`src/rtl/spi_rx_ip.sv`:
```
`default_nettype none
// ============================================================================
// Module   : spi_rx_ip
// Brief    : Slave-side SPI receiver. It oversamples scl/sda/cs, assembles
//            MSB-first words and signals overrun through a pending/ack handshake.
// Revision : 1.0
// ============================================================================
module spi_rx_ip #(
    parameter int DATA_WIDTH  = 8,
    parameter int SYNC_STAGES = 2
) (
    input  logic                  clk,
    input  logic                  reset,
    input  logic                  scl,
    input  logic                  sda,
    input  logic                  cs,
    input  logic                  ack,
    output logic [DATA_WIDTH-1:0] data_out,
    output logic                  valid,
    output logic                  pending,
    output logic                  overrun,
    output logic                  frame_err
);

    localparam int c_CNT_W = $clog2(DATA_WIDTH);

    typedef enum logic [0:0] {
        S_IDLE  = 1'b0,
        S_SHIFT = 1'b1
    } state_t;

    logic [SYNC_STAGES-1:0] r_scl_sync;
    logic [SYNC_STAGES-1:0] r_sda_sync;
    logic [SYNC_STAGES-1:0] r_cs_sync;
    logic [SYNC_STAGES-1:0] r_live;
    logic                   r_scl_d;
    logic                   r_armed;
    state_t                 r_state;
    state_t                 w_state_nxt;
    logic [c_CNT_W-1:0]     r_bitcnt;
    logic [DATA_WIDTH-2:0]  r_shift;

    logic                   w_scl_s;
    logic                   w_sda_s;
    logic                   w_cs_s;
    logic                   w_rise;
    logic                   w_sample;
    logic                   w_done;
    logic [DATA_WIDTH-1:0]  w_word;

    assign w_scl_s  = r_scl_sync[SYNC_STAGES-1];
    assign w_sda_s  = r_sda_sync[SYNC_STAGES-1];
    assign w_cs_s   = r_cs_sync[SYNC_STAGES-1];
    assign w_rise   = w_scl_s & ~r_scl_d;
    assign w_sample = (r_state == S_SHIFT) & ~w_cs_s & w_rise;
    assign w_done   = w_sample & (r_bitcnt == c_CNT_W'(DATA_WIDTH - 1));
    assign w_word   = {r_shift, w_sda_s};

    // r_live marks when the chains hold real pin values instead of reset fill,
    // so a cs that is already low at reset release cannot open a frame.
    always_ff @(posedge clk or negedge reset) begin
        if (!reset) begin
            r_scl_sync <= '0;
            r_sda_sync <= '0;
            r_cs_sync  <= '1;
            r_live     <= '0;
            r_scl_d    <= 1'b0;
            r_armed    <= 1'b0;
        end else begin
            r_scl_sync <= {r_scl_sync[SYNC_STAGES-2:0], scl};
            r_sda_sync <= {r_sda_sync[SYNC_STAGES-2:0], sda};
            r_cs_sync  <= {r_cs_sync[SYNC_STAGES-2:0], cs};
            r_live     <= {r_live[SYNC_STAGES-2:0], 1'b1};
            r_scl_d    <= w_scl_s;
            r_armed    <= r_armed | (r_live[SYNC_STAGES-1] & w_cs_s);
        end
    end

    always_ff @(posedge clk or negedge reset) begin
        if (!reset) begin
            r_state <= S_IDLE;
        end else begin
            r_state <= w_state_nxt;
        end
    end

    always_comb begin
        w_state_nxt = r_state;
        case (r_state)
            S_IDLE:  if (r_armed && !w_cs_s) w_state_nxt = S_SHIFT;
            S_SHIFT: if (w_cs_s)             w_state_nxt = S_IDLE;
            default:                         w_state_nxt = S_IDLE;
        endcase
    end

    always_ff @(posedge clk or negedge reset) begin
        if (!reset) begin
            r_bitcnt  <= '0;
            r_shift   <= '0;
            data_out  <= '0;
            valid     <= 1'b0;
            pending   <= 1'b0;
            overrun   <= 1'b0;
            frame_err <= 1'b0;
        end else begin
            valid     <= w_done;
            overrun   <= w_done & pending & ~ack;
            frame_err <= (r_state == S_SHIFT) & w_cs_s & (r_bitcnt != '0);

            // Outside an active frame the word assembly is held cleared.
            if ((r_state != S_SHIFT) || w_cs_s) begin
                r_bitcnt <= '0;
                r_shift  <= '0;
            end else if (w_sample) begin
                r_bitcnt <= w_done ? '0 : r_bitcnt + 1'b1;
                r_shift  <= w_word[DATA_WIDTH-2:0];
            end

            if (w_done) begin
                data_out <= w_word;
            end

            if (w_done) begin
                pending <= 1'b1;
            end else if (ack) begin
                pending <= 1'b0;
            end
        end
    end

endmodule
`default_nettype wire

```
`config.mk`:
```
export PLATFORM = sky130hd
export DESIGN_NAME = spi_rx_ip
export DESIGN_NICKNAME = d
export VERILOG_FILES = /design/src/rtl/spi_rx_ip.sv
export SDC_FILE = /design/constraint.sdc
export NUM_CORES = 1
export LEC_CHECK = 0
export ABC_AREA = 1
export BUFFER_PORTS_ARGS = -buffer_cell sky130_fd_sc_hd__buf_2
export CORE_MARGIN = 3
export CORE_UTILIZATION = 45
export CTS_CLUSTER_SIZE = 25
export DETAILED_ROUTE_END_ITERATION = 10
export PLACE_DENSITY = 0.7
export SLEW_MARGIN = 15
export SYNTH_ARGS = -nofsm -noshare
export SYNTH_HDL_FRONTEND = slang
export SYNTH_SLANG_ARGS = --single-unit
```
`constraint.sdc`:
```
create_clock -name clk -period 1.8 [get_ports clk]
set_input_delay 0.09 -clock clk [delete_from_list [all_inputs] [get_ports clk]]
set_output_delay 0.09 -clock clk [all_outputs]
set_load 0.1 [all_outputs]
```
==> impl_metrics.yaml <==
clocking:
  numCtsBuffers: 5
  clk_pin_slew_ns: 0.09
  htree_levels: 2
  cts_max_path_buffers: 2
  cts.sinks: 33
  cts_tree: "done"
  clockRootBuffer: "clkbuf_4"
  insertion_delay_ns: 0.33
  cts_resized: 0
global_routing:
  grt_overflow: 0
  grt_max_degree: 34
  grtUsageTotal_pct: 13.57
  antenna_found_initial: 0
  grt_pass1_vias: 792
  grt_first_pass_wirelength_microns: 3408
power_and_ir_drop:
  switchingPower_uw: 276.5
  intPower_uw: 971.3
  sw_frac_of_total_pct: 22.16
  clkPwrFrac_pct: 33.4
  pwr-share-seq_pct: 61.4
  leakagePower_nw: 0.8418
  power_mw: 1.248
  power_frac_comb_pct: 5.1
  cellPowerDensity_nw_per_um2: 856.0
  ir_drop_mv: 0.5664
timing:
  period_share_pct: 77.99
  layout_setup_ws_ns: 0.3963
  skew_ns: 0.008533
  hold_viol: 0
  max_freq_ghz: 0.7124
  whs_ns: 0.3340
  rsz0062_at_grt: "false"
  setup_tns_ns: 0
  tightestPinTransition_ns: 0.6911
  min_period_ns: 1.404
  slew_headroom_pct: 53.93
  setup_violations: 0
  final-max-slew-violation-count: 0
logic_synthesis:
  synth_seq_cells: 33
  synth_fp_nets: 128
  avgSynthCellArea_sq_um: 10.54
  ys_types: 19
  yosys.area.top_type: "dfrtp_1"
  ys_seq_area_share_pct: 66.07
  yosysMostFrequentCell: "nand2_1"
  synth-edff-count: 0
  netlist_area_sq_um: 1254
  synthTopCellsByCount: "nand2_1 (48), dfrtp_1 (31), nand3_1 (10), inv_1 (8)"
  synthArstFlopShare_pct: 100.0
  syn-instance-count: 119
  yosysWarnings: 0
  ys_top_cells_by_area: "dfrtp_1 (62%), nand2_1 (14%), dfstp_2 (4.2%), nand3_1 (4.0%), ha_1 (3.0%)"
  synthFlopType: "dfrtp_1"
  yosys.area.top_type_share_pct: 61.88
routing:
  avgRoutedWirePerCell_microns: 10.91
  vias: 806
  drt-total-wl_microns: 1920
  firstDrtPassIters: 4
  drtIter0Drc: 18
  viasPerCell: 4.580
  detail-route-antenna-nets: 0
  drc_errors: 0
setup_path:
  worstSetupPathType: "reg2reg"
  arrival_ns: 1.62
  worstSetupEndpointType: "register"
  crit_buf_inv: 0
  cpLargestDelayFamily: "adder cells"
  cp_slowest_cell: "dfrtp_1"
  slowest_delay_ns: 0.38
  crit_chain: "ha_1 > ha_1 > nand3_2 > nand2_1 > nand2_1"
  required_ns: 2.02
  crit_fanout: 11
  worst_setup_path_start_kind: "register"
floorplanning:
  fp.dieW_microns: 58.78
  die_y_microns: 58.78
  initial_core_util_pct: 48.83
  core-area_sq_um: 2567
  dieArea_sq_um: 3455
  ioPinCount: 18
  fp-row-count: 18
cells_and_area:
  diodes: 0
  fill_cells: 230
  stdcell_area_sq_um: 1458
  fin_util_pct: 56.77
  drive_above_1_share_pct: 23.29
  post_layout_nonfiller_instances: 176
  fin_nets: 154
  syn2layout_area_growth_pct: 16.27
placement:
  dp_worst_setup_slack_ns: 0.3866
  dpl_cell_area_sq_um: 1349
  port_buffers: 17
  dp_hpwl_microns: 1318
  gp_congestion: 0.6869
  placedCellCount: 163
run_status:
  status: "finished clean"
job:
  drv_cap: 0
min_path:
  hp-class: "in2async"
==> power by group through the flow <==
stage / Sequential [mW] / Combinational [mW] / Clock [mW]
after floorplan: 0.784 / 0.0296 / 0
after global placement: 0.780 / 0.0557 / 0
after detailed placement: 0.781 / 0.0576 / 0
after CTS: 0.767 / 0.0660 / 0.441
after global routing: 0.769 / 0.0736 / 0.470
final: 0.767 / 0.0641 / 0.417
==> routing by layer <==
| layer | wire length [microns] | vias up | GRT usage [%] |
|---|---|---|---|
| li1 | - | 414 | - |
| met1 | 881 | 366 | 15.32 |
| met2 | 866 | 20 | 21.77 |
| met3 | 124 | 6 | 5.921 |
| met4 | 47 | 0 | 6.796 |
| met5 | 0 | - | 0 |
==> sequential cells by signal, indices dropped and copies added (netlist names) <==
signal	cells
data_out	8
frame_err	1
overrun	1
pending	1
r_armed	1
r_bitcnt	3
r_cs_sync	2
r_live	2
r_scl_d	1
r_scl_sync	2
r_sda_sync	2
r_shift	7
r_state	1
valid	1
==> cells by family (layout without fill, tap and decap cells) <==
group,after synthesis,in the layout,share of synthesized area (%)
AO/OA/AOI/OAI,2,2,0.9978
adder cells (fa/ha/maj),3,3,2.994
buffers and inverters,14,41,5.489
flip-flops,33,33,66.07
other,1,1,0.2991
AND/OR/NAND/NOR,66,66,24.15
==> layout make-up <==
class	instances	area [sq um]	share of cell area [%]
inverters	11	41.29	2.833
flip-flops and latches	33	828.3	56.82
well taps	30	37.54	2.575
multi-input cells	72	356.6	24.46
clock buffers	8	58.81	4.034
repair buffers	22	135.1	9.270
==> what timing repair did <==
item,4_1_cts,5_1_grt
setup buffers,0,0
hold endpoints to repair,36,0
hold buffers,5,0
==> cells in the final DEF, fill, tap and decap left out <==
master,instances
nand2_1,48
dfrtp_1,31
buf_2,17
nand3_1,10
inv_1,8
clkbuf_4,5
dlygate4sd3_1,5
inv_2,3
ha_1,3
nor2_1,2
clkbuf_1,2
dfstp_2,2
nor2_2,1
nand3_2,1
a211oi_1,1
nand2_4,1
o21ai_0,1
nor2_4,1
nand2_2,1
nor2_8,1
clkbuf_8,1
conb_1,1
==> final timing paths <==
path,from,to,slack (ns),cells after the start
min in group clk,r_sda_sync[0],r_sda_sync[1],0.36,0
min reg2reg,r_sda_sync[0],r_sda_sync[1],0.36,0
min,reset,r_armed,0.33,2
max in group asynchronous,reset,r_shift[3],1.02,2
max reg2reg,r_bitcnt[0],data_out[0],0.40,5
max,r_bitcnt[0],data_out[0],0.40,5
No activity file was read; power rests on OpenSTA's default activity.
